## src/rtl/mips_pipe_pkg.sv

```systemverilog
`default_nettype none
// +----------------------------------------------------------------------+
// | mips_pipe_pkg - shared types for the 5-stage pipeline hazard control  |
// | Rev 1.0                                                               |
// +----------------------------------------------------------------------+
package mips_pipe_pkg;

  typedef enum logic [1:0] {
    FWD_RF  = 2'b00,
    FWD_MEM = 2'b01,
    FWD_WB  = 2'b10
  } fwd_sel_t;

  typedef enum logic [1:0] {
    HZ_RUN      = 2'b00,
    HZ_MEM_WAIT = 2'b01,
    HZ_ERR      = 2'b10
  } hz_state_t;

  localparam logic [31:0] NOP_INSTR = 32'h0000_0000;

endpackage
`default_nettype wire

```

## src/rtl/fwd_sel_unit.sv

```systemverilog
`default_nettype none
// +----------------------------------------------------------------------+
// | fwd_sel_unit - bypass source select for one EX operand (MEM > WB)     |
// | Rev 1.0                                                               |
// +----------------------------------------------------------------------+
module fwd_sel_unit
  import mips_pipe_pkg::*;
(
  input  logic [4:0] src,
  input  logic [4:0] rd_mem,
  input  logic       reg_wr_mem,
  input  logic [4:0] rd_wb,
  input  logic       reg_wr_wb,
  output fwd_sel_t   sel
);

  // $0 is hardwired, so a write to it never produces a bypass
  always_comb begin
    sel = FWD_RF;
    if (reg_wr_mem && (rd_mem != 5'd0) && (rd_mem == src))
      sel = FWD_MEM;
    else if (reg_wr_wb && (rd_wb != 5'd0) && (rd_wb == src))
      sel = FWD_WB;
  end

endmodule
`default_nettype wire

```

## src/rtl/pipe_hazard_ctrl.sv

```systemverilog
`default_nettype none
// +----------------------------------------------------------------------+
// | pipe_hazard_ctrl - stall/flush/forwarding control, stall-cycle count  |
// | Rev 1.0                                                               |
// +----------------------------------------------------------------------+
module pipe_hazard_ctrl
  import mips_pipe_pkg::*;
#(
  parameter int DELAY_SLOT  = 1,
  parameter int MEM_TIMEOUT = 64,
  parameter int CNT_W       = 32
) (
  input  logic             clk,
  input  logic             reset,
  input  logic [4:0]       rs_iss,
  input  logic [4:0]       rt_iss,
  input  logic [4:0]       rs_ex,
  input  logic [4:0]       rt_ex,
  input  logic [4:0]       rd_ex,
  input  logic             reg_wr_ex,
  input  logic             is_load_ex,
  input  logic [4:0]       rd_mem,
  input  logic             reg_wr_mem,
  input  logic [4:0]       rd_wb,
  input  logic             reg_wr_wb,
  input  logic             branch_taken_ex,
  input  logic             dmem_req_mem,
  input  logic             dmem_ack,
  output logic             stall_fetch,
  output logic             stall_iss,
  output logic             bubble_ex,
  output logic             freeze_all,
  output logic             flush_fetch,
  output logic             flush_iss,
  output logic [1:0]       fwd_a_sel,
  output logic [1:0]       fwd_b_sel,
  output logic [CNT_W-1:0] stall_cnt,
  output logic             mem_timeout_err
);

  localparam int WAIT_W = $clog2(MEM_TIMEOUT + 1);

  hz_state_t       state;
  logic [WAIT_W-1:0] wait_cnt;
  logic            freeze;
  logic            mem_stall;
  logic            load_use;
  logic            lu_stall;
  fwd_sel_t        fwd_a;
  fwd_sel_t        fwd_b;

  fwd_sel_unit u_fwd_a (
    .src(rs_ex), .rd_mem(rd_mem), .reg_wr_mem(reg_wr_mem),
    .rd_wb(rd_wb), .reg_wr_wb(reg_wr_wb), .sel(fwd_a)
  );

  fwd_sel_unit u_fwd_b (
    .src(rt_ex), .rd_mem(rd_mem), .reg_wr_mem(reg_wr_mem),
    .rd_wb(rd_wb), .reg_wr_wb(reg_wr_wb), .sel(fwd_b)
  );

  assign mem_stall = dmem_req_mem & ~dmem_ack;

  always_comb begin
    freeze = 1'b0;
    case (state)
      HZ_RUN:      freeze = mem_stall;
      HZ_MEM_WAIT: freeze = ~dmem_ack;
      default:     freeze = 1'b1;
    endcase
  end

  assign load_use = (state == HZ_RUN) & is_load_ex & reg_wr_ex & (rd_ex != 5'd0) &
                    ((rd_ex == rs_iss) | (rd_ex == rt_iss));

  // Outputs are forced low while reset is held so an async reset takes effect mid-cycle
  assign freeze_all  = reset & freeze;
  assign flush_fetch = reset & ~freeze & branch_taken_ex;
  assign flush_iss   = flush_fetch & (DELAY_SLOT == 0);
  assign lu_stall    = reset & ~freeze & ~branch_taken_ex & load_use;
  assign stall_fetch = lu_stall;
  assign stall_iss   = lu_stall;
  assign bubble_ex   = lu_stall;
  assign fwd_a_sel   = reset ? fwd_a : FWD_RF;
  assign fwd_b_sel   = reset ? fwd_b : FWD_RF;

  always_ff @(posedge clk or negedge reset) begin
    if (!reset) begin
      state           <= HZ_RUN;
      wait_cnt        <= '0;
      stall_cnt       <= '0;
      mem_timeout_err <= 1'b0;
    end else begin
      if ((lu_stall | freeze_all) && (stall_cnt != {CNT_W{1'b1}}))
        stall_cnt <= stall_cnt + CNT_W'(1);
      case (state)
        HZ_RUN: begin
          if (mem_stall) begin
            wait_cnt <= WAIT_W'(1);
            state    <= HZ_MEM_WAIT;
          end
        end
        HZ_MEM_WAIT: begin
          if (dmem_ack) begin
            wait_cnt <= '0;
            state    <= HZ_RUN;
          end else if (wait_cnt == WAIT_W'(MEM_TIMEOUT - 1)) begin
            mem_timeout_err <= 1'b1;
            state           <= HZ_ERR;
          end else begin
            wait_cnt <= wait_cnt + WAIT_W'(1);
          end
        end
        HZ_ERR:  state <= HZ_ERR;
        default: state <= HZ_RUN;
      endcase
    end
  end

endmodule
`default_nettype wire

```

## config.mk

```make
export PLATFORM = sky130hd
export DESIGN_NAME = pipe_hazard_ctrl
export DESIGN_NICKNAME = d
export VERILOG_FILES = /design/src/rtl/mips_pipe_pkg.sv /design/src/rtl/fwd_sel_unit.sv /design/src/rtl/pipe_hazard_ctrl.sv
export SDC_FILE = /design/constraint.sdc
export NUM_CORES = 1
export LEC_CHECK = 0
export ABC_AREA = 1
export CAP_MARGIN = 40
export CORE_MARGIN = 8
export CORE_UTILIZATION = 45
export DETAILED_ROUTE_END_ITERATION = 10
export PLACE_DENSITY = 0.79
export REMOVE_ABC_BUFFERS = 1
export SLEW_MARGIN = 20
export SYNTH_ARGS = -nofsm -noshare
export SYNTH_HDL_FRONTEND = slang
export SYNTH_SLANG_ARGS = --single-unit
```

## constraint.sdc

```tcl
create_clock -name clk -period 1.5 [get_ports clk]
set_input_delay 0.15 -clock clk [delete_from_list [all_inputs] [get_ports clk]]
set_output_delay 0.15 -clock clk [all_outputs]
set_load 0.005 [all_outputs]
```

==> reports/metrics.yaml <==
finish:
  syn_to_final_growth_pct: 74.7
  finalNonFillerCells: 817
  final_util_pct: 81.2
  finish.net_count: 763
  diodes: 0
  fraction_of_final_layout_cells_sized_beyond_drive_strength_1_pct: 34.8
  nFillCells: 457
sta:
  rsz0062_at_grt: "true"
  maxClockFrequency_mhz: 547
  final-max-slew-violation-count: 0
  hold_viol_final: 0
  setup_viol_count_final: 43
  hold_ws_ps: 54.5
  period_minus_slack_ps: 1830
  timing.final.ws_setup_ps: -329
  final.setup_skew_ps: 8.93
  final_min_period_over_clock_period_pct: 122
global_route:
  grt_max_degree: 30
  grtUsageTotal_pct: 22.7
  grt_overflow: 0
  grt_first_pass_wirelength_um: 19300
  grt_pass1_vias: 4185
  initial_antenna_violation_count: 0
yosys:
  synthesis.yosys.warnings: 0
  area_leader_netlist: "dfrtp_1"
  synthesis.area_sq_um: 3390
  synth.top_cell.area_share_pct: 31.0
  syn_avg_cell_area_sq_um: 6.68
  synth_seq_cells: 42
  synthTopCellsByArea: "dfrtp_1, nand2_1, nor2_1, nand3_1, inv_1"
  syn_inst: 507
  synth_unique_cells: 36
  seq_area_frac_synth_pct: 31.0
power_and_ir_drop:
  fin_total_pwr_mw: 3.39
  leakagePower_nw: 3.26
  pwr_density_cell_nw_per_um2: 573
  vdd.ir_drop.worst_mv: 0.719
floorplanning:
  top_level_ports: 87
  std_cell_rows: 31
  design.die.area_sq_um: 10600
  effective_utilization_at_floorplan_pct: 46.5
  die_y_um: 103
  coreArea_sq_um: 7290
  horiz_die_dim_um: 103
worst_setup_path:
  crit_top_cell: "nand2_1"
  worst-setup-path-type: "flop to flop"
  worst_path_largest_cell_delay_ps: 400
  worst_path_max_delay_cell: "dfrtp_1"
  cp_cell_sequence: "ha_2 -> buf_4 -> buf_4 -> buf_4 -> nand2_1 -> buf_4 -> inv_1 -> nand2_1 -> nand2_1 -> nand2_1 -> nand3_2 -> nand2_1"
  worst-path-max-fanout: 3
  setup.worst_path.end_class: "flop"
  cp_data_arrival_time_ps: 2080
  worst_setup_path_start_kind: "flop"
  cp_data_required_time_ps: 1750
min_path:
  hold_path.class: "primary input to asynchronous set/reset pin"
drt:
  firstDrtPassIters: 7
  drt_drc_violations_left: 0
  dr.first_iter.drc_count: 391
  wl_um: 15400
  route.antenna.remaining_nets: 0
  vias: 4640
  vias_per_cell: 5.68
  routedWlPerCell_um: 18.9
outcome:
  failed_checks: "negative setup slack"
  run_status: "finished, violations left"
clocking:
  clk_pin_slew_ps: 90
  clock_tree.root_cell: "clkbuf_8"
  ctsLongestPathBuffers: 2
  cts-buffers-inserted: 5
  clock_sinks: 42
  clock_latency_ps: 310
  tritoncts_clock_tree: "done"
  htree_num_levels: 2
placed_design:
  hpwlAfterDp_um: 8690
  port-buffer-count: 85
  place.detailed.instances: 771
  gp_congestion: 0.976
run:
  cap_violations: 0
-- metal layers --
metal / up-vias / routed length [um] / global-route usage [%]
met4: 0 / 936 / 10.2
li1: 2009 / - / -
met3: 120 / 1730 / 4.19
met2: 385 / 7290 / 40.4
met1: 2126 / 5490 / 25.7
met5: - / 0 / 0
-- cells in the final DEF (no fill, tap or decap), drive strengths merged, types with 5 or more instances in the layout --
cell	instances
buf	130
clkbuf	8
clkdlybuf4s50	34
dfrtp	42
dlygate4sd2	28
dlymetal6s2s	15
inv	57
nand2	194
nand3	53
nand3b	9
nand4	5
nor2	72
nor3	10
o21ai	5
xnor2	17
xor2	19
-- cells in the mapped netlist --
master / n
nor3_1: 9
nor2_8: 1
nand3_1: 43
nand4_1: 5
a211oi_1: 1
inv_2: 2
nand2_2: 5
inv_4: 1
a21oi_1: 3
nor2_4: 4
ha_1: 2
buf_4: 3
nor3_2: 1
o211ai_1: 1
buf_2: 2
a32o_1: 1
nor2_1: 63
inv_1: 54
nand3_2: 10
nand3b_1: 9
xnor2_1: 17
conb_1: 1
nor4_1: 2
o21ai_0: 5
buf_6: 4
o22ai_1: 1
dfrtp_1: 42
nor2_2: 4
nand2_4: 2
nor3b_1: 2
o21a_1: 1
nand2_1: 183
buf_8: 2
xor2_1: 19
nand2_8: 1
and3_1: 1
-- cell families after synthesis --
group,after synthesis,share of synthesized area (%)
AND/OR/NAND/NOR,345,46.9
buffers and inverters,68,9.56
flip-flops,42,31.0
XOR/XNOR,36,9.31
AO/OA/AOI/OAI,13,2.33
adder cells (fa/ha/maj),2,0.738
other,1,0.111
-- sequential cells by signal, summed over array words and instances (netlist names) --
name and cells:
state 2, mem_timeout_err 1, wait_cnt 7, stall_cnt 32
-- power by group --
group / leakage, nW / internal, mW / switching, mW / total (mW)
logic: 2.64 / 0.539 / 0.465 / 1.00
clock network: 0.0683 / 0.668 / 0.468 / 1.14
registers: 0.553 / 1.19 / 0.0627 / 1.25
-- final timing paths --
kind                                             startpoint                          end  slack (ps)  depth (start not counted)
worst max register to register     stall_cnt[1]$_DFFE_PN0P_    stall_cnt[22]$_DFFE_PN0P_        -330                         12
worst max-delay path               stall_cnt[1]$_DFFE_PN0P_    stall_cnt[22]$_DFFE_PN0P_        -330                         12
worst min-delay path                                  reset  mem_timeout_err$_DFFE_PN0P_          50                          3
worst min register to register  mem_timeout_err$_DFFE_PN0P_  mem_timeout_err$_DFFE_PN0P_         480                          2
max in group asynchronous                             reset    stall_cnt[18]$_DFFE_PN0P_         890                          3
min in group clk                mem_timeout_err$_DFFE_PN0P_  mem_timeout_err$_DFFE_PN0P_         480                          2
-- cell type report --
| type | instances | area, sq um | area share, % |
|---|---|---|---|
| Multi-Input combinational cell | 400 | 2400 | 40.6 |
| Inverter | 57 | 224 | 3.78 |
| Clock buffer | 5 | 68.8 | 1.16 |
| Timing Repair Buffer | 211 | 1980 | 33.5 |
| Sequential cell | 42 | 1050 | 17.8 |
| Clock inverter | 3 | 68.8 | 1.16 |
| Tap cell | 99 | 124 | 2.09 |
-- through the flow --
| step | instance area (sq um) | setup TNS [ps] | worst slack (ps) |
|---|---|---|---|
| 3_3_place_gp | 4970 | -15150 | -440 |
| 6_report | 5920 | -8920 | -329 |
| 3_5_place_dp | 4970 | -16240 | -494 |
| 2_1_floorplan | 3280 | -4680 | -169 |
| 4_1_cts | 5330 | -3820 | -145 |
| 5_1_grt | 5920 | -11940 | -404 |
-- what timing repair did --
action	4_1_cts	5_1_grt
endpoints found under the hold margin	13	0
pin swaps	23	42
buffers inserted	14	18
hold buffers	1	0
gates resized for setup	88	107
endpoints found under the setup margin	52	61
gates cloned	2	6
-- worst max-delay path, delay by kind of cell, from the launching register on --
family	cells	cell delay [ps]
adder cells (fa/ha/maj)	1	210
buffers and inverters	5	640
flip-flops	1	400
AND/OR/NAND/NOR	6	510
Power figures use the tool's default switching activity.
